## src/rtl/core_pkg.sv

```systemverilog
// Shared RV32I core definitions: writeback/ALU selectors, opcodes and the
// decoded control bundle carried through the ID/EX register.
package core_pkg;

  localparam logic [1:0] WB_SEL_ALU = 2'b00;
  localparam logic [1:0] WB_SEL_MEM = 2'b01;
  localparam logic [1:0] WB_SEL_PC  = 2'b10;

  localparam logic [1:0] ALU_OP_ADD = 2'b00;
  localparam logic [1:0] ALU_OP_BR  = 2'b01;
  localparam logic [1:0] ALU_OP_R   = 2'b10;

  localparam logic [6:0] OPC_LOAD   = 7'b0000011;
  localparam logic [6:0] OPC_STORE  = 7'b0100011;
  localparam logic [6:0] OPC_BRANCH = 7'b1100011;
  localparam logic [6:0] OPC_JALR   = 7'b1100111;
  localparam logic [6:0] OPC_JAL    = 7'b1101111;
  localparam logic [6:0] OPC_OP_IMM = 7'b0010011;
  localparam logic [6:0] OPC_OP     = 7'b0110011;
  localparam logic [6:0] OPC_LUI    = 7'b0110111;
  localparam logic [6:0] OPC_AUIPC  = 7'b0010111;

  typedef struct packed {
    logic       reg_write;
    logic [1:0] mem_reg_pc;
    logic       mem_read;
    logic       mem_write;
    logic       branch;
    logic       jl;
    logic       jlr;
    logic       alu_src;
    logic [1:0] alu_op;
  } ctrl_bundle_t;

  localparam ctrl_bundle_t CTRL_NOP = '{
    reg_write:  1'b0,
    mem_reg_pc: WB_SEL_ALU,
    mem_read:   1'b0,
    mem_write:  1'b0,
    branch:     1'b0,
    jl:         1'b0,
    jlr:        1'b0,
    alu_src:    1'b0,
    alu_op:     ALU_OP_ADD
  };

  // Unused encoding 11 and any unknown value collapse to the ALU select.
  function automatic logic [1:0] wb_sanitize(input logic [1:0] sel);
    case (sel)
      WB_SEL_MEM: wb_sanitize = WB_SEL_MEM;
      WB_SEL_PC:  wb_sanitize = WB_SEL_PC;
      default:    wb_sanitize = WB_SEL_ALU;
    endcase
  endfunction

endpackage

```

## src/rtl/load_use_detect.sv

```systemverilog
// Load-use hazard compare: a valid load in EX whose non-zero destination
// matches either source index of the valid instruction in ID.
module load_use_detect #(
  parameter int REG_AW = 5
) (
  input  logic              ex_valid,
  input  logic              ex_mem_read,
  input  logic [REG_AW-1:0] ex_rd,
  input  logic              id_valid,
  input  logic [REG_AW-1:0] id_rs1,
  input  logic [REG_AW-1:0] id_rs2,
  output logic              stall_o
);

  // Deliberately ignores whether the ID instruction actually reads the source.
  assign stall_o = ex_valid & ex_mem_read & (ex_rd != '0) & id_valid &
                   ((ex_rd == id_rs1) | (ex_rd == id_rs2));

endmodule

```

## src/rtl/id_ex_stage.sv

```systemverilog
// ID/EX pipeline register with flush/hold/bubble handling.
// Load-use stall generation is built only when ID_EX_LOAD_USE_EN is defined.
module id_ex_stage
  import core_pkg::*;
#(
  parameter int XLEN   = 32,
  parameter int REG_AW = 5
) (
  input  logic              clk,
  input  logic              rst_n,
  input  logic              id_valid,
  input  logic              id_reg_write,
  input  logic [1:0]        id_mem_reg_pc,
  input  logic              id_mem_read,
  input  logic              id_mem_write,
  input  logic              id_branch,
  input  logic              id_jl,
  input  logic              id_jlr,
  input  logic              id_alu_src,
  input  logic [1:0]        id_alu_op,
  input  logic [XLEN-1:0]   id_pc,
  input  logic [XLEN-1:0]   id_rs1_data,
  input  logic [XLEN-1:0]   id_rs2_data,
  input  logic [XLEN-1:0]   id_imm,
  input  logic [REG_AW-1:0] id_rs1,
  input  logic [REG_AW-1:0] id_rs2,
  input  logic [REG_AW-1:0] id_rd,
  input  logic [2:0]        id_f3,
  input  logic [6:0]        id_f7,
  input  logic              flush,
  input  logic              hold,
  output logic              ex_reg_write,
  output logic [1:0]        ex_mem_reg_pc,
  output logic              ex_mem_read,
  output logic              ex_mem_write,
  output logic              ex_branch,
  output logic              ex_jl,
  output logic              ex_jlr,
  output logic              ex_alu_src,
  output logic [1:0]        ex_alu_op,
  output logic [XLEN-1:0]   ex_pc,
  output logic [XLEN-1:0]   ex_rs1_data,
  output logic [XLEN-1:0]   ex_rs2_data,
  output logic [XLEN-1:0]   ex_imm,
  output logic [REG_AW-1:0] ex_rs1,
  output logic [REG_AW-1:0] ex_rs2,
  output logic [REG_AW-1:0] ex_rd,
  output logic [2:0]        ex_f3,
  output logic [6:0]        ex_f7,
  output logic              ex_valid,
  output logic              stall_o
);

  ctrl_bundle_t      ctrl_q, ctrl_d, id_ctrl;
  logic              valid_q, valid_d;
  logic [XLEN-1:0]   pc_q, pc_d;
  logic [XLEN-1:0]   rs1_data_q, rs1_data_d;
  logic [XLEN-1:0]   rs2_data_q, rs2_data_d;
  logic [XLEN-1:0]   imm_q, imm_d;
  logic [REG_AW-1:0] rs1_q, rs1_d;
  logic [REG_AW-1:0] rs2_q, rs2_d;
  logic [REG_AW-1:0] rd_q, rd_d;
  logic [2:0]        f3_q, f3_d;
  logic [6:0]        f7_q, f7_d;

`ifdef ID_EX_LOAD_USE_EN
  load_use_detect #(
    .REG_AW (REG_AW)
  ) u_load_use_detect (
    .ex_valid    (valid_q),
    .ex_mem_read (ctrl_q.mem_read),
    .ex_rd       (rd_q),
    .id_valid    (id_valid),
    .id_rs1      (id_rs1),
    .id_rs2      (id_rs2),
    .stall_o     (stall_o)
  );
`else
  assign stall_o = 1'b0;
`endif

  always_comb begin
    id_ctrl = '{
      reg_write:  id_reg_write,
      mem_reg_pc: wb_sanitize(id_mem_reg_pc),
      mem_read:   id_mem_read,
      mem_write:  id_mem_write,
      branch:     id_branch,
      jl:         id_jl,
      jlr:        id_jlr,
      alu_src:    id_alu_src,
      alu_op:     id_alu_op
    };
  end

  // Priority: flush, then hold, then load-use bubble, then normal capture.
  always_comb begin
    ctrl_d     = ctrl_q;
    valid_d    = valid_q;
    pc_d       = pc_q;
    rs1_data_d = rs1_data_q;
    rs2_data_d = rs2_data_q;
    imm_d      = imm_q;
    rs1_d      = rs1_q;
    rs2_d      = rs2_q;
    rd_d       = rd_q;
    f3_d       = f3_q;
    f7_d       = f7_q;
    if (flush || (!hold && stall_o)) begin
      ctrl_d     = CTRL_NOP;
      valid_d    = 1'b0;
      pc_d       = '0;
      rs1_data_d = '0;
      rs2_data_d = '0;
      imm_d      = '0;
      rs1_d      = '0;
      rs2_d      = '0;
      rd_d       = '0;
      f3_d       = '0;
      f7_d       = '0;
    end else if (!hold) begin
      ctrl_d     = id_valid ? id_ctrl : CTRL_NOP;
      valid_d    = id_valid;
      pc_d       = id_pc;
      rs1_data_d = id_rs1_data;
      rs2_data_d = id_rs2_data;
      imm_d      = id_imm;
      rs1_d      = id_rs1;
      rs2_d      = id_rs2;
      rd_d       = id_rd;
      f3_d       = id_f3;
      f7_d       = id_f7;
    end
  end

  always_ff @(posedge clk or negedge rst_n) begin
    if (!rst_n) begin
      ctrl_q     <= CTRL_NOP;
      valid_q    <= 1'b0;
      pc_q       <= '0;
      rs1_data_q <= '0;
      rs2_data_q <= '0;
      imm_q      <= '0;
      rs1_q      <= '0;
      rs2_q      <= '0;
      rd_q       <= '0;
      f3_q       <= '0;
      f7_q       <= '0;
    end else begin
      ctrl_q     <= ctrl_d;
      valid_q    <= valid_d;
      pc_q       <= pc_d;
      rs1_data_q <= rs1_data_d;
      rs2_data_q <= rs2_data_d;
      imm_q      <= imm_d;
      rs1_q      <= rs1_d;
      rs2_q      <= rs2_d;
      rd_q       <= rd_d;
      f3_q       <= f3_d;
      f7_q       <= f7_d;
    end
  end

  assign ex_reg_write  = ctrl_q.reg_write;
  assign ex_mem_reg_pc = ctrl_q.mem_reg_pc;
  assign ex_mem_read   = ctrl_q.mem_read;
  assign ex_mem_write  = ctrl_q.mem_write;
  assign ex_branch     = ctrl_q.branch;
  assign ex_jl         = ctrl_q.jl;
  assign ex_jlr        = ctrl_q.jlr;
  assign ex_alu_src    = ctrl_q.alu_src;
  assign ex_alu_op     = ctrl_q.alu_op;
  assign ex_valid      = valid_q;
  assign ex_pc         = pc_q;
  assign ex_rs1_data   = rs1_data_q;
  assign ex_rs2_data   = rs2_data_q;
  assign ex_imm        = imm_q;
  assign ex_rs1        = rs1_q;
  assign ex_rs2        = rs2_q;
  assign ex_rd         = rd_q;
  assign ex_f3         = f3_q;
  assign ex_f7         = f7_q;

endmodule
```

## config.mk

```make
export PLATFORM = sky130hd
export DESIGN_NAME = id_ex_stage
export DESIGN_NICKNAME = d
export VERILOG_FILES = /design/src/rtl/core_pkg.sv /design/src/rtl/load_use_detect.sv /design/src/rtl/id_ex_stage.sv
export SDC_FILE = /design/constraint.sdc
export NUM_CORES = 1
export LEC_CHECK = 0
export CAP_MARGIN = 10
export CORE_MARGIN = 2
export CORE_UTILIZATION = 44
export CTS_CLUSTER_DIAMETER = 100
export DETAILED_ROUTE_END_ITERATION = 8
export GPL_ROUTABILITY_DRIVEN = 0
export GPL_TIMING_DRIVEN = 1
export HOLD_SLACK_MARGIN = 0.06
export PLACE_DENSITY_LB_ADDON = 0.05
export SYNTH_ARGS = -nofsm -noshare
export SYNTH_HDL_FRONTEND = slang
export SYNTH_SLANG_ARGS = --single-unit
```

## constraint.sdc

```tcl
create_clock -name clk -period 1.1 [get_ports clk]
set_input_delay 0.275 -clock clk [delete_from_list [all_inputs] [get_ports clk]]
set_output_delay 0.275 -clock clk [all_outputs]
set_load 0.02 [all_outputs]
```

After elaboration in Yosys (flattened, before gate mapping). Cells that the tools add are included.

Equal/unequal tests: 3. Mux-type cells: 24.

Operators with widths (number): $mux W32 (8); $mux W11 (3); $mux W5 (6); $mux W7 (2); $mux W3 (2); $pmux W2 S2 (1); $eq A2 B1 Y1 const B (1); $eq A2 B2 Y1 const B (1); $mux W1 (2); $ne A2 B2 Y1 const B (1).

Bits in registers: 165. Output and inout bits: 166. Logic and storage cells: 46. Input bits: 169.

Depth between registers and ports, before layout. Gate-level depths: netlist (run 1).

Depth in word-level cells: 5. Mapped depth: 5. Mapped depth without buffers: 2.

Least setup slack after synthesis (run 1). OpenSTA, ideal clock, no wires.

Path kind: in2reg. Start point: input hold. End point: register rs2_data_q[27], in the netlist ex_rs2_data[27]. Setup slack: 55 ps. Arrival: 913 ps. Cell stages on the path: 5. Library setup time: 132 ps. Required time: 968 ps. Buffers on the path: 3. Cell sequence: buf_4 buf_12 buf_12 mux2i_1 nor2_1.

Cells in the longest elaborated chain, start to end: 1.

Ends and longest elaborated chain: start, declared (line id_ex_stage.sv:31) `input logic hold,`; $ne A2 B2 Y1 (no source line); end signal, assigned (line id_ex_stage.sv:154) `rs2_data_q <= rs2_data_d;`; end, declared (line id_ex_stage.sv:58) `logic [XLEN-1:0] rs2_data_q, rs2_data_d;`.

No other way between the ends. A chain may end at the register's enable or synchronous reset.

Final worst setup path (run 1).
Start point: register imm_q[0], in the netlist ex_imm[0]. End point: output ex_imm[0].

RTL lines: start, declared (line id_ex_stage.sv:59) `logic [XLEN-1:0] imm_q, imm_d;`; start signal, assigned (line id_ex_stage.sv:155) `imm_q <= imm_d;`; end, declared (line id_ex_stage.sv:44) `output logic [XLEN-1:0] ex_imm,`.

No word-level cell between the ends.

==> impl_results.md, run 1 <==
- Vias: roughly 5,700
- Area post-placement: 10,420 µm²
- Outcome: finished with violations
- Mapped Cells: 547
- Core area: 15,200 µm²
- Max frequency: between 800 and 900 MHz
- Final Max Tran Viols: 0
- Worst setup margin: -0.1475 ns
- Number of I/O port buffers: 333
- Total GRT Usage: 0.2527
- Tcrit/Tclk final: 1.134
- Register area share after synthesis: 0.6030
- Clk root buf: clkbuf_16
- Post-route minimum period: 1.247 ns
- Total Wirelength: 21.23 mm
- Fin area: 11,760 µm²
- Post-route insts no fill: roughly 1,200
- Final total power: approximately 16 mW
- Global route overflow: 0
- Initial Utilization: 0.4505
- Post-Route Skew: 0 ns
- Global-route wire length before repair: 31.75 mm
- Pwr dens: 1320 nW/µm²
- WL/cell: approximately 18 µm
- Die X: around 130 µm
- ANT cells: 0
- IR drop worst, VDD: 1.002 mV
- Worst Setup Path Type: reg -> out
- Hold Fails Final Rpt: 0
- Detail Route Antenna Nets: 0
- Leading cell types in the layout, fill and taps excluded: 166 x buf_6, 165 x dfrtp_1, 165 x clkdlybuf4s50_1
- Synth warn: 0
- Vert. Die Dim: 128.8 µm
- Detail Placement HPWL: 15.18 mm
- CP bufs+invs: 1
- Clock Latency Late Sink: 0.41 ns
- Worst path slowest cell: dfrtp_1
- H-tree depth: 4
- Cell Area, Synth: 6848 µm²
- Post-route DRC: 0
- Synth unique cells: 14
- Min-Delay Path Class: in -> reg
- Detailed Routing Iterations Pass 1: 4
- CP arrival: 0.97 ns
- Post-route core utilization: 0.7737
- Area Overhead vs Synth: 71.77%
- LEAKAGE: 5.977 nW
- Mapped Avg Cell Area: 12.52 µm²
- CP Depth: 1
- IO Pins: 335
- Vias in the first global route: roughly 6,000
- Max-capacitance violation count: 0
- WP data required: 0.82 ns
- Largest stage delay, worst path: 0.41 ns
- Setup TNS: -20.07 ns
- Drt via density: 4.866
- CTS Buf Count: 17
- NumNets Final: 1,129
- Commonest non-fill, non-tap cell in the layout: buf_6
- Die area: 16,580 µm²
- Mapped Nets: 716
- Crit Path Max Fanout: 2
- CP Capture Type: output pin
- Clk slew on worst S/H paths: ~0.070 ns
- Hold path depth: 2
- Max Root-Sink Buffers: 2
- Crit path launch type: register
- Number of antenna violations at the first check in global routing: 0
- R2R cell count: 5
- Post-Place Cells: approximately 1,100
- FF+latch count, synth: 165
- Proportion of layout cells with a drive suffix above 1: 0.3073
- Pin count of the biggest net entering global routing: 39
- Setup violations, final: 165
- CP delay by family, top: flip-flops
- CTS sink count: 165
- Iter 0 DRT Violations: 217
- Worst path cell trace: buf_6
- # rows: 45
- Failing checks: negative setup slack
- RSZ-0062 raised after global routing: true
- CTS tree: done
timing repair:
item,CTS,global route
resized for setup,993,0
setup buffers,35,38
endpoints found under the setup margin,165,165
hold buffers,1,0
hold endpoints to repair,165,0
state kept, by name, summed over array words and instances, names as in the netlist:
| signal | cells |
|---|---|
| ex_imm | 32 |
| ex_pc | 32 |
| ex_rs1_data | 32 |
| ex_rs2_data | 32 |
| ex_f7 | 7 |
| ex_rd | 5 |
| ex_rs1 | 5 |
| ex_rs2 | 5 |
| ex_f3 | 3 |
| ex_alu_op | 2 |
| ex_mem_reg_pc | 2 |
| ex_alu_src | 1 |
| ex_branch | 1 |
| ex_jl | 1 |
| ex_jlr | 1 |
| ex_mem_read | 1 |
| ex_mem_write | 1 |
| ex_reg_write | 1 |
| ex_valid | 1 |
path summary, 6_finish.rpt:
| kind | startpoint | endpoint | slack [ns] |
|---|---|---|---|
| setup / recovery | ex_imm[0] | ex_imm[0] | -0.15 |
| hold / removal | flush | ex_rs1_data[3] | 0.16 |
| setup reg to reg | ex_rs2_data[26] | ex_rs2_data[26] | 0.05 |
| hold reg to reg | ex_alu_src | ex_alu_src | 0.55 |
| max in group asynchronous | rst_n | ex_pc[27] | 0.30 |
| min in group asynchronous | rst_n | ex_rs1[0] | 0.30 |
Yosys cell counts:
cell / count / share of area
a21oi_1: 11 / 0.0080
buf_12: 11 / 0.032
buf_2: 4 / 0.0029
buf_4: 3 / 0.0033
buf_6: 1 / 0.0016
buf_8: 5 / 0.011
clkbuf_1: 16 / 0.0088
conb_1: 1 / 0.00055
dfrtp_1: 165 / 0.60
mux2i_1: 154 / 0.23
nand2_1: 11 / 0.0060
nand3b_1: 9 / 0.0099
nand4bb_1: 2 / 0.0033
nor2_1: 154 / 0.084
stage by stage:
stage	hold WS [ns]	worst slack, ns
floorplan	-0.02059	0.05473
global placement	0.1793	-0.2293
detailed placement	0.1770	-0.2465
CTS	0.1494	-0.1641
global route	0.1497	-0.1732
finish	0.1602	-0.1475
area by class of cell:
class                           count  area, µm²
Multi-Input combinational cell    342       2310
Timing Repair Buffer              434       4516
Clock buffer                       21      470.5
Fill cell                         973       3440
Tap cell                          188      235.2
Clock inverter                     11      102.6
Sequential cell                   165       4129
cells by family after synthesis:
kind of cell | synth area share
multiplexers | 0.2251
buffers and inverters | 0.05975
AO/OA/AOI/OAI | 0.008039
other | 0.0005476
flip-flops | 0.6030
AND/OR/NAND/NOR | 0.1036
metal layers:
layer  wire (µm)  GRT usage  share of wire
met4         748     0.1164          0.035
met3        1584    0.07609          0.075
met1        7825     0.2827           0.37
met5           0          0              0
met2       11070     0.4441           0.52
power breakdown:
group          internal (mW)  switching, mW
Sequential              6.40          0.253
Combinational           1.79           1.38
Clock                   3.30           2.40
Total                   11.5           4.03
Power figures use the tool's default switching activity.
==> run 2, diff against run 1 <==
Settings changed: CORE_AREA set to 2 2 131 133, CORE_MARGIN 2 to unset, CORE_UTILIZATION 44 to unset, CTS_BUF_LIST set to sky130_fd_sc_hd__clkbuf_4, DIE_AREA set to 0 0 133 135, SETUP_SLACK_MARGIN set to 0.05.
==> impl_results.md, run 2 (synthesis results as in run 1) <==
- Detailed Routing Iterations Pass 1: 4 (unchanged)
- Detail Placement HPWL: 14.73 mm (-3.0%)
- Detail Route Antenna Nets: 0 (unchanged)
- Number of antenna violations at the first check in global routing: 2 (+2)
- Worst setup margin: -0.3016 ns (-0.1541 ns)
- Hold Fails Final Rpt: 0 (unchanged)
- Metal3 WL: 1.787 mm (+13%)
- Worst path slowest cell: dfrtp_1
- Crit path launch type: register
- Vias: 5,598 (-0.92%)
- Global-route wire length before repair: 32.09 mm (+1.1%)
- Outcome: finished with violations
- Max-capacitance violation count: 0 (unchanged)
- RSZ-0062 raised after global routing: true
- Pwr dens: 1142 nW/µm² (-13%)
- CTS tree: done
- Final Max Tran Viols: 0 (unchanged)
- CP bufs+invs: 1 (unchanged)
- Max frequency: 713.5 MHz (-11%)
- IO Pins: 335 (unchanged)
- Length of routed wiring on met1: 8.001 mm (+2.2%)
- Clk root buf: clkbuf_4
- Pin count of the biggest net entering global routing: 55 (+41%)
- Drt via density: 4.716 (-3.1%)
- Worst path cell trace: buf_6
- Min-Delay Path Class: in -> reg
- LEAKAGE: 5.771 nW (-3.4%)
- Max Root-Sink Buffers: 2 (unchanged)
- CP delay by family, top: flip-flops
- Clock Latency Late Sink: 0.54 ns (+0.13 ns)
- Worst hold slack: 0.1536 ns (-0.006572 ns)
- Die X: 133 µm (+3.3%)
- H-tree depth: 4 (unchanged)
- Vert. Die Dim: 135 µm (+4.9%)
- CTS Buf Count: 17 (unchanged)
- CP arrival: 1.13 ns (+0.16 ns)
- Iter 0 DRT Violations: 254 (+17%)
- Largest stage delay, worst path: 0.43 ns (+0.02 ns)
- # rows: 47 (+4.4%)
- Vias in the first global route: 5,812 (-2.7%)
- Number of I/O port buffers: 333 (unchanged)
- NumNets Final: 1,121 (-0.71%)
- CTS sink count: 165 (unchanged)
- WP data required: 0.82 ns (about the same)
- Post-route insts no fill: 1,187 (+2.2%)
- Total GRT Usage: 0.2329 (-0.01975)
- Total Wirelength: 21.12 mm (-0.51%)
- Post-route DRC: 0 (unchanged)
- Setup violations, final: 174 (+5.5%)
- Worst Setup Path Type: reg -> out
- Tcrit/Tclk final: 1.274 (+0.1401)
- Leading cell types in the layout, fill and taps excluded: 166 x buf_6, 165 x dfrtp_1, 165 x clkdlybuf4s50_1
- IR drop worst, VDD: 0.6733 mV (-33%)
- Initial Utilization: 0.4174 (-0.03308)
- WL/cell: 17.80 µm (-2.7%)
- Commonest non-fill, non-tap cell in the layout: buf_6
- Top layer in use: met4
- CP Capture Type: output pin
- Crit Path Max Fanout: 2 (unchanged)
- Met2 routed wirelength: 10.88 mm (-1.7%)
- Proportion of layout cells with a drive suffix above 1: 0.2943 (-0.01300)
- Clk slew on worst S/H paths: 0.14 ns (+0.07 ns)
- Area Overhead vs Synth: 65.76%
- Post-Place Cells: 1,078 (+2.2%)
- Core area: 16,410 µm² (+7.9%)
- Die area: 17,960 µm² (+8.3%)
- Failing checks: negative setup slack
- Post-route minimum period: 1.402 ns (+0.1541 ns)
- Post-Route Skew: 0 ns (unchanged)
- Global route overflow: 0 (unchanged)
[run 2: cell types whose count changed in the layout (fill, tap and decap cells not counted), moves of 3 or more]
cell / previous run / this run
buf_12: 17 / 11
clkbuf_8: 4 / 1
dlygate4sd3_1: 1 / 5
clkinv_1: 0 / 4
clkbuf_4: 0 / 17
buf_4: 84 / 78
clkinvlp_4: 3 / 0
clkbuf_16: 17 / 0
[run 2: cell type report]
cell class              count  area, µm²
clock inverters            15      113.9
repair buffers            426       4390
clock buffers              17      127.6
diodes                      2      5.005
well taps                 220      275.3
multi-input cells         342       2310
flip-flops and latches    165       4129
fillers                  1200       5056
[run 2: path summary, 6_finish.rpt]
kind                                start             end  slack, ns  cells after the start
setup / recovery               ex_imm[11]      ex_imm[11]      -0.30                      1
hold / removal                      flush           ex_jl       0.15                      3
setup reg to reg           ex_rs2_data[3]  ex_rs2_data[3]       0.05                      5
hold reg to reg                 ex_pc[17]       ex_pc[17]       0.56                      2
max in group asynchronous           rst_n        ex_f3[1]      -0.04                      3
min in group asynchronous           rst_n      ex_imm[16]       0.32                      3
[run 2: routing by layer]
metal  up-vias  track usage
met5         -            0
met4         0      0.08184
met3        34      0.08634
met2       237       0.4062
met1      2699       0.2638
li1       2628            -
[run 2: stage by stage]
| stage | setup TNS (ns) | worst slack (ns) | power, mW | instance area (µm²) | utilization |
|---|---|---|---|---|---|
| floorplan | 0 | 0.05473 | 7.928 | 6848 | - |
| global placement | -28.92 | -0.1880 | 9.478 | 10320 | 0.6290 |
| detailed placement | -31.78 | -0.1895 | 9.525 | 10320 | 0.6290 |
| CTS | -53.13 | -0.3515 | 13.00 | 11020 | 0.6719 |
| global route | -61.12 | -0.3919 | 13.61 | 11350 | 0.6918 |
| finish | -45.62 | -0.3016 | 12.96 | 11350 | 0.6918 |
[run 2: where the power goes]
| part | switching, mW | total, mW | leakage [nW] | internal [mW] |
|---|---|---|---|---|
| Sequential | 0.250 | 6.65 | 2.19 | 6.40 |
| Combinational | 1.35 | 3.09 | 3.44 | 1.74 |
| Clock | 2.13 | 3.22 | 0.139 | 1.09 |
[run 2: repair_timing]
item | in CTS | in global routing
hold endpoints to repair | 166 | 10
endpoints found under the setup margin | 165 | 165
gates resized for setup | 991 | 0
hold buffers | 2 | 3
buffers inserted | 31 | 39
gates cloned | 0 | 0
==> edit 1 (flow settings as in run 1) <==
Set the parameter `REG_AW` to 3 (it was 5).
--- a/src/rtl/id_ex_stage.sv
+++ b/src/rtl/id_ex_stage.sv
@@ -6,3 +6,3 @@
   parameter int XLEN   = 32,
-  parameter int REG_AW = 5
+  parameter int REG_AW = 3
 ) (
Ports: changed (6 resized); port bits go from 335 to 323. No check against the original RTL was run, so the function may have changed too.
==> edit 1 against run 1 <==
The run still ends with setup timing left; final area fell by 3.1%; area after synthesis down 5.4%; fmax down 0.34%; first-iteration DRC count rose by 4.1%; wire length is 3.7% lower; sequential cell count shrank 6; setup slack got worse by 0.0043 ns; sequential power decreased by 3.6%; power grew 0.27%; largest power group unchanged.
==> edit 1: results (changes against run 1) <==
| Metric | Value |
|---|---|
| Outcome | `finished with violations (unchanged)` |
| Failing checks | `setup timing (unchanged)` |
| Drt first-iter violations | `226 (was 217)` |
| DPL Wire Length | `13980 um (was 15180 um)` |
| Critical path startpoint | `ex_pc[0] (was ex_imm[0])` |
| Post-synth EDFFs | `0 (unchanged)` |
| Crit-path leading delay family | `flip-flops (unchanged)` |
| Post-synthesis cell count | `528 (was 547)` |
| FF-to-FF path depth | `4 (was 5)` |
| Worst skew pair latency | `0.41 ns (about the same)` |
| Switching share of power | `24.31% (was 25.99%)` |
| Port Buffer Count | `321 (was 333)` |
| Vias per inst | `4.859 (was 4.866)` |
| Worst reg2reg startpoint | `ex_rs2_data[20] (was ex_rs2_data[26])` |
| HP Class | `in -> async (was in -> reg)` |
| Met3 routed WL | `1525 um (was 1584 um)` |
| DR WL/cell | `18.08 um (was 18.29 um)` |
| Nets | `1099 (was 1129)` |
| M1 WL | `7891 um (was 7825 um)` |
| Cells after DPL | `1013 (was 1055)` |
| FILL cells | `922 (was 973)` |
| First-pass GRT wire length | `31970 um (was 31750 um)` |
| Worst vdd ir | `0.0008930 V (was 0.001002 V)` |
| Storage element area | `3979 um2 (was 4129 um2)` |
| Vias | `5495 (was 5650)` |
| # setup viols final | `159 (was 165)` |
| Post-synthesis compound-gate area fraction | `0.8494% (was 0.8039%)` |
| Mux contribution to synthesized area | `22.86% (was 22.51%)` |
| Setup WS post-layout | `-0.1518 ns (was -0.1475 ns)` |
| Ranking of synthesized cells by area | `dfrtp_1 61%, mux2i_1 23%, nor2_1 8.6% (was dfrtp_1 60%, mux2i_1 23%, nor2_1 8.4%)` |
| Pin count of the biggest net entering global routing | `53 (was 39)` |
| Post-synthesis sequential area ratio | `61.39% (was 60.30%)` |
| Internal reg-to-reg setup slack | `0.13 ns (was 0.05 ns)` |
| Layout cells sized above 1 | `31.05% (was 30.73%)` |
| Placed inst area | `9927 um2 (was 10420 um2)` |
| GR Util All Layers | `26.12% (was 25.27%)` |
| Vias in the first global route | `5793 (was 5971)` |
| Reg2Reg Capture Point | `ex_rs2_data[20] (was ex_rs2_data[26])` |
==> edit 1: cell types whose count changed after synthesis <==
cell / before / now
nor2_1: 154 / 148
buf_4: 3 / 8
clkbuf_1: 16 / 12
buf_6: 1 / 11
buf_1: 0 / 3
mux2i_1: 154 / 148
dfrtp_1: 165 / 159
buf_8: 5 / 1
buf_12: 11 / 0
==> edit 1: stage by stage <==
stage / total power [mW] / hold WS [ns] / setup TNS (ns) / worst slack (ns)
6_report: 15.57 / 0.2664 / -18.27 / -0.1518
5_1_grt: 16.17 / 0.2720 / -23.05 / -0.1787
4_1_cts: 15.58 / 0.2519 / -21.31 / -0.1821
3_5_place_dp: 9.184 / 0.1291 / -23.06 / -0.1732
3_3_place_gp: 9.130 / 0.1293 / -20.48 / -0.1635
2_1_floorplan: 7.581 / -0.02059 / 0 / 0.04579
==> edit 1: kinds of logic after synthesis <==
| kind of cell | count (synthesis) |
|---|---|
| buffers and inverters | 39 |
| AOI/OAI and AO/OA | 11 |
| and+or+nand+nor | 170 |
| other | 1 |
| muxes | 148 |
| DFF | 159 |
==> edit 1: what timing repair did <==
item	CTS	global route
setup buffers	45	42
hold buffers	1	0
resized for setup	946	0
endpoints found under the hold margin	159	0
endpoints found under the setup margin	159	159
==> edit 1: final cells by class <==
type,instances,share of cell area (%)
clock inverters,7,1.186
flip-flops and latches,159,34.91
clock buffers,23,4.106
multi-input cells,330,19.54
repair buffers,428,38.24
well taps,184,2.020
==> edit 1: worst max path at each step <==
stage	endpoint	slack, ns	cells after the start
floorplan	ex_imm[10]	0.05	5
global placement	ex_pc[0]	-0.16	1
detailed placement	ex_pc[0]	-0.17	1
CTS	ex_pc[0]	-0.18	1
global route	ex_pc[0]	-0.18	1
finish	ex_pc[0]	-0.15	1
==> edit 1: metal layers <==
layer  vias up  track usage [%]
met5         -                0
met4         0            10.33
met3        40            7.574
met2       221            44.82
met1      2669            31.05
li1       2565                -
==> edit 1: power groups by stage <==
stage	sequential [mW]	combinational [mW]	clock (mW)
3_5_place_dp	6.45	2.73	0
2_1_floorplan	6.84	0.743	0
3_3_place_gp	6.43	2.70	0
5_1_grt	6.45	3.24	6.48
6_report	6.42	3.05	6.10
4_1_cts	6.41	2.94	6.23
==> edit 2 (config.mk and constraints of run 1) <==
Made on the original files. Take the reset off `rs1_data_q` and load it in a clocked block of its own.
--- a/src/rtl/id_ex_stage.sv
+++ b/src/rtl/id_ex_stage.sv
@@ -140,3 +140,2 @@
       pc_q       <= '0;
-      rs1_data_q <= '0;
       rs2_data_q <= '0;
@@ -152,3 +151,2 @@
       pc_q       <= pc_d;
-      rs1_data_q <= rs1_data_d;
       rs2_data_q <= rs2_data_d;
@@ -161,2 +159,6 @@
     end
+  end
+
+  always_ff @(posedge clk) begin
+    rs1_data_q <= rs1_data_d;
   end
Function: changed (Yosys sat finds a counterexample within 4 cycles, from zero or initial values and one cycle with rst_n low).
==> edit 2 against run 1 <==
The flow still finishes with violations (setup timing); setup slack better by 0.0041 ns; count of clock-buffer cells in the layout is 5 higher; area after synthesis decreased by 2.3%; non-clock buffer count shrank 13; utilization down 0.83 points; sequential cell count did not move; final area shrank 2.2%; sequential power barely moved; first-iteration DRC count rose by 8.8%; wire length shrank 4.4%; power is 0.25% lower; clock power up 1%; hold slack gained 0.16 ns; largest power group unchanged.
==> edit 2: results (changes against run 1) <==
| Metric | Value |
|---|---|
| Outcome | `finished with violations (unchanged)` |
| Failing checks | `setup timing (unchanged)` |
| # setup viols final | `165 (unchanged)` |
| Setup WS pre-CTS | `-0.1746 ns (was -0.2465 ns)` |
| DPL Wire Length | `14480 um (was 15180 um)` |
| Placed inst area | `10240 um2 (was 10420 um2)` |
| Cell variety after synth | `15 (was 14)` |
| Commonest cells post-synth | `154 x mux2i_1, 154 x nor2_1, 133 x dfrtp_1 (was 165 x dfrtp_1, 154 x mux2i_1, 154 x nor2_1)` |
| Post-route setup TNS | `-16.93 ns (was -20.07 ns)` |
| Worst vdd ir | `0.0009426 V (was 0.001002 V)` |
| Setup WS post-layout | `-0.1434 ns (was -0.1475 ns)` |
| CP Data Arrival Time | `0.97 ns (about the same)` |
| Post-synthesis compound-gate area fraction | `0.8226% (was 0.8039%)` |
| Num CTS Buffers | `17 (unchanged)` |
| Mux contribution to synthesized area | `23.03% (was 22.51%)` |
| DR WL/cell | `17.68 um (was 18.29 um)` |
| Leak pwr | `5.765 nW (was 5.977 nW)` |
| Vias | `5527 (was 5650)` |
| Async S/R FF share, synth | `80.61% (was 100.0%)` |
| Drt first-iter violations | `236 (was 217)` |
| FF-to-FF path depth | `4 (was 5)` |
| Critical path class | `reg -> out (unchanged)` |
| Post-synthesis sequential area ratio | `59.30% (was 60.30%)` |
| HP Class | `in -> async (was in -> reg)` |
| Port Buffer Count | `333 (unchanged)` |
| Slew Limit Fails | `0 (unchanged)` |
| Post-synthesis cell count | `547 (unchanged)` |
| Reg2Reg Capture Point | `ex_imm[7] (was ex_rs2_data[26])` |
| Nets | `1116 (was 1129)` |
| Critical path startpoint | `ex_imm[3] (was ex_imm[0])` |
| Vias in the first global route | `5672 (was 5971)` |
| Max Root-Sink Buffers | `2 (unchanged)` |
| GR Util All Layers | `24.84% (was 25.27%)` |
| Worst reg2reg startpoint | `ex_imm[7] (was ex_rs2_data[26])` |
| Ranking of synthesized cells by area | `dfrtp_1 50%, mux2i_1 23%, dfxtp_1 9.6% (was dfrtp_1 60%, mux2i_1 23%, nor2_1 8.4%)` |
| Layout cells sized above 1 | `33.02% (was 30.73%)` |
| Initial antenna violation count | `0 (unchanged)` |
| First-pass GRT wire length | `30910 um (was 31750 um)` |
| Internal reg-to-reg setup slack | `0.15 ns (was 0.05 ns)` |
| Pin count of the biggest net entering global routing | `68 (was 39)` |
| Drt total wl | `20290 um (was 21230 um)` |
| Worst setup path endpoint | `ex_imm[3] (was ex_imm[0])` |
edit 2: cell count changes after synthesis, sizes merged:
cell           run 1  this run
buf               24        28
dfxtp              0        32
dfrtp            165       133
clkbuf            16        12
edit 2: report_power, final:
part           switching, mW  internal [mW]  leakage [nW]  total [mW]
Clock                   2.31           3.46         0.298        5.77
Sequential             0.251           6.40          2.04        6.66
Combinational           1.32           1.74          3.42        3.06
edit 2: cell families after synthesis:
group                  count (synthesis)
and+or+nand+nor                      176
DFF                                  165
buffers and inverters                 40
other                                  1
AOI/OAI and AO/OA                     11
muxes                                154
edit 2: per-layer routing:
metal	up-vias	wire (um)	global-route usage (%)	part of all wire [%]
met5	-	0	0	0
met4	0	611	11.51	3.0
met3	38	1598	7.663	7.9
met2	231	10550	43.28	52
met1	2645	7536	27.89	37
li1	2613	-	-	-
edit 2: timing repair:
item / in CTS / in global routing
gates resized for setup: 1000 / 0
hold buffers: 1 / 0
setup buffers: 23 / 32
endpoints found under the setup margin: 165 / 165
pin swaps: 0 / 0
endpoints found under the hold margin: 133 / 0
edit 2: worst min-delay path by stage:
stage,end,slack [ns],startpoint,cells after the start
2_1_floorplan,ex_alu_op[0],-0.02,rst_n,0
3_3_place_gp,ex_pc[20],0.15,rst_n,1
3_5_place_dp,ex_pc[20],0.15,rst_n,1
4_1_cts,ex_pc[1],0.31,rst_n,2
5_1_grt,ex_pc[8],0.33,rst_n,2
6_report,ex_pc[26],0.32,rst_n,2
edit 2: worst register-to-register path, cell delays in order (launching register included):
cell	delay, ns
dfrtp_1	0.39
buf_4	0.14
buf_4	0.12
mux2i_1	0.13
nor2_1	0.05
edit 2: final cells by class:
class	instances	area, um2
clock buffers	26	551.8
clock inverters	6	33.78
fillers	977	3526
multi-input cells	342	2310
flip-flops and latches	165	4009
well taps	188	235.2
repair buffers	421	4368
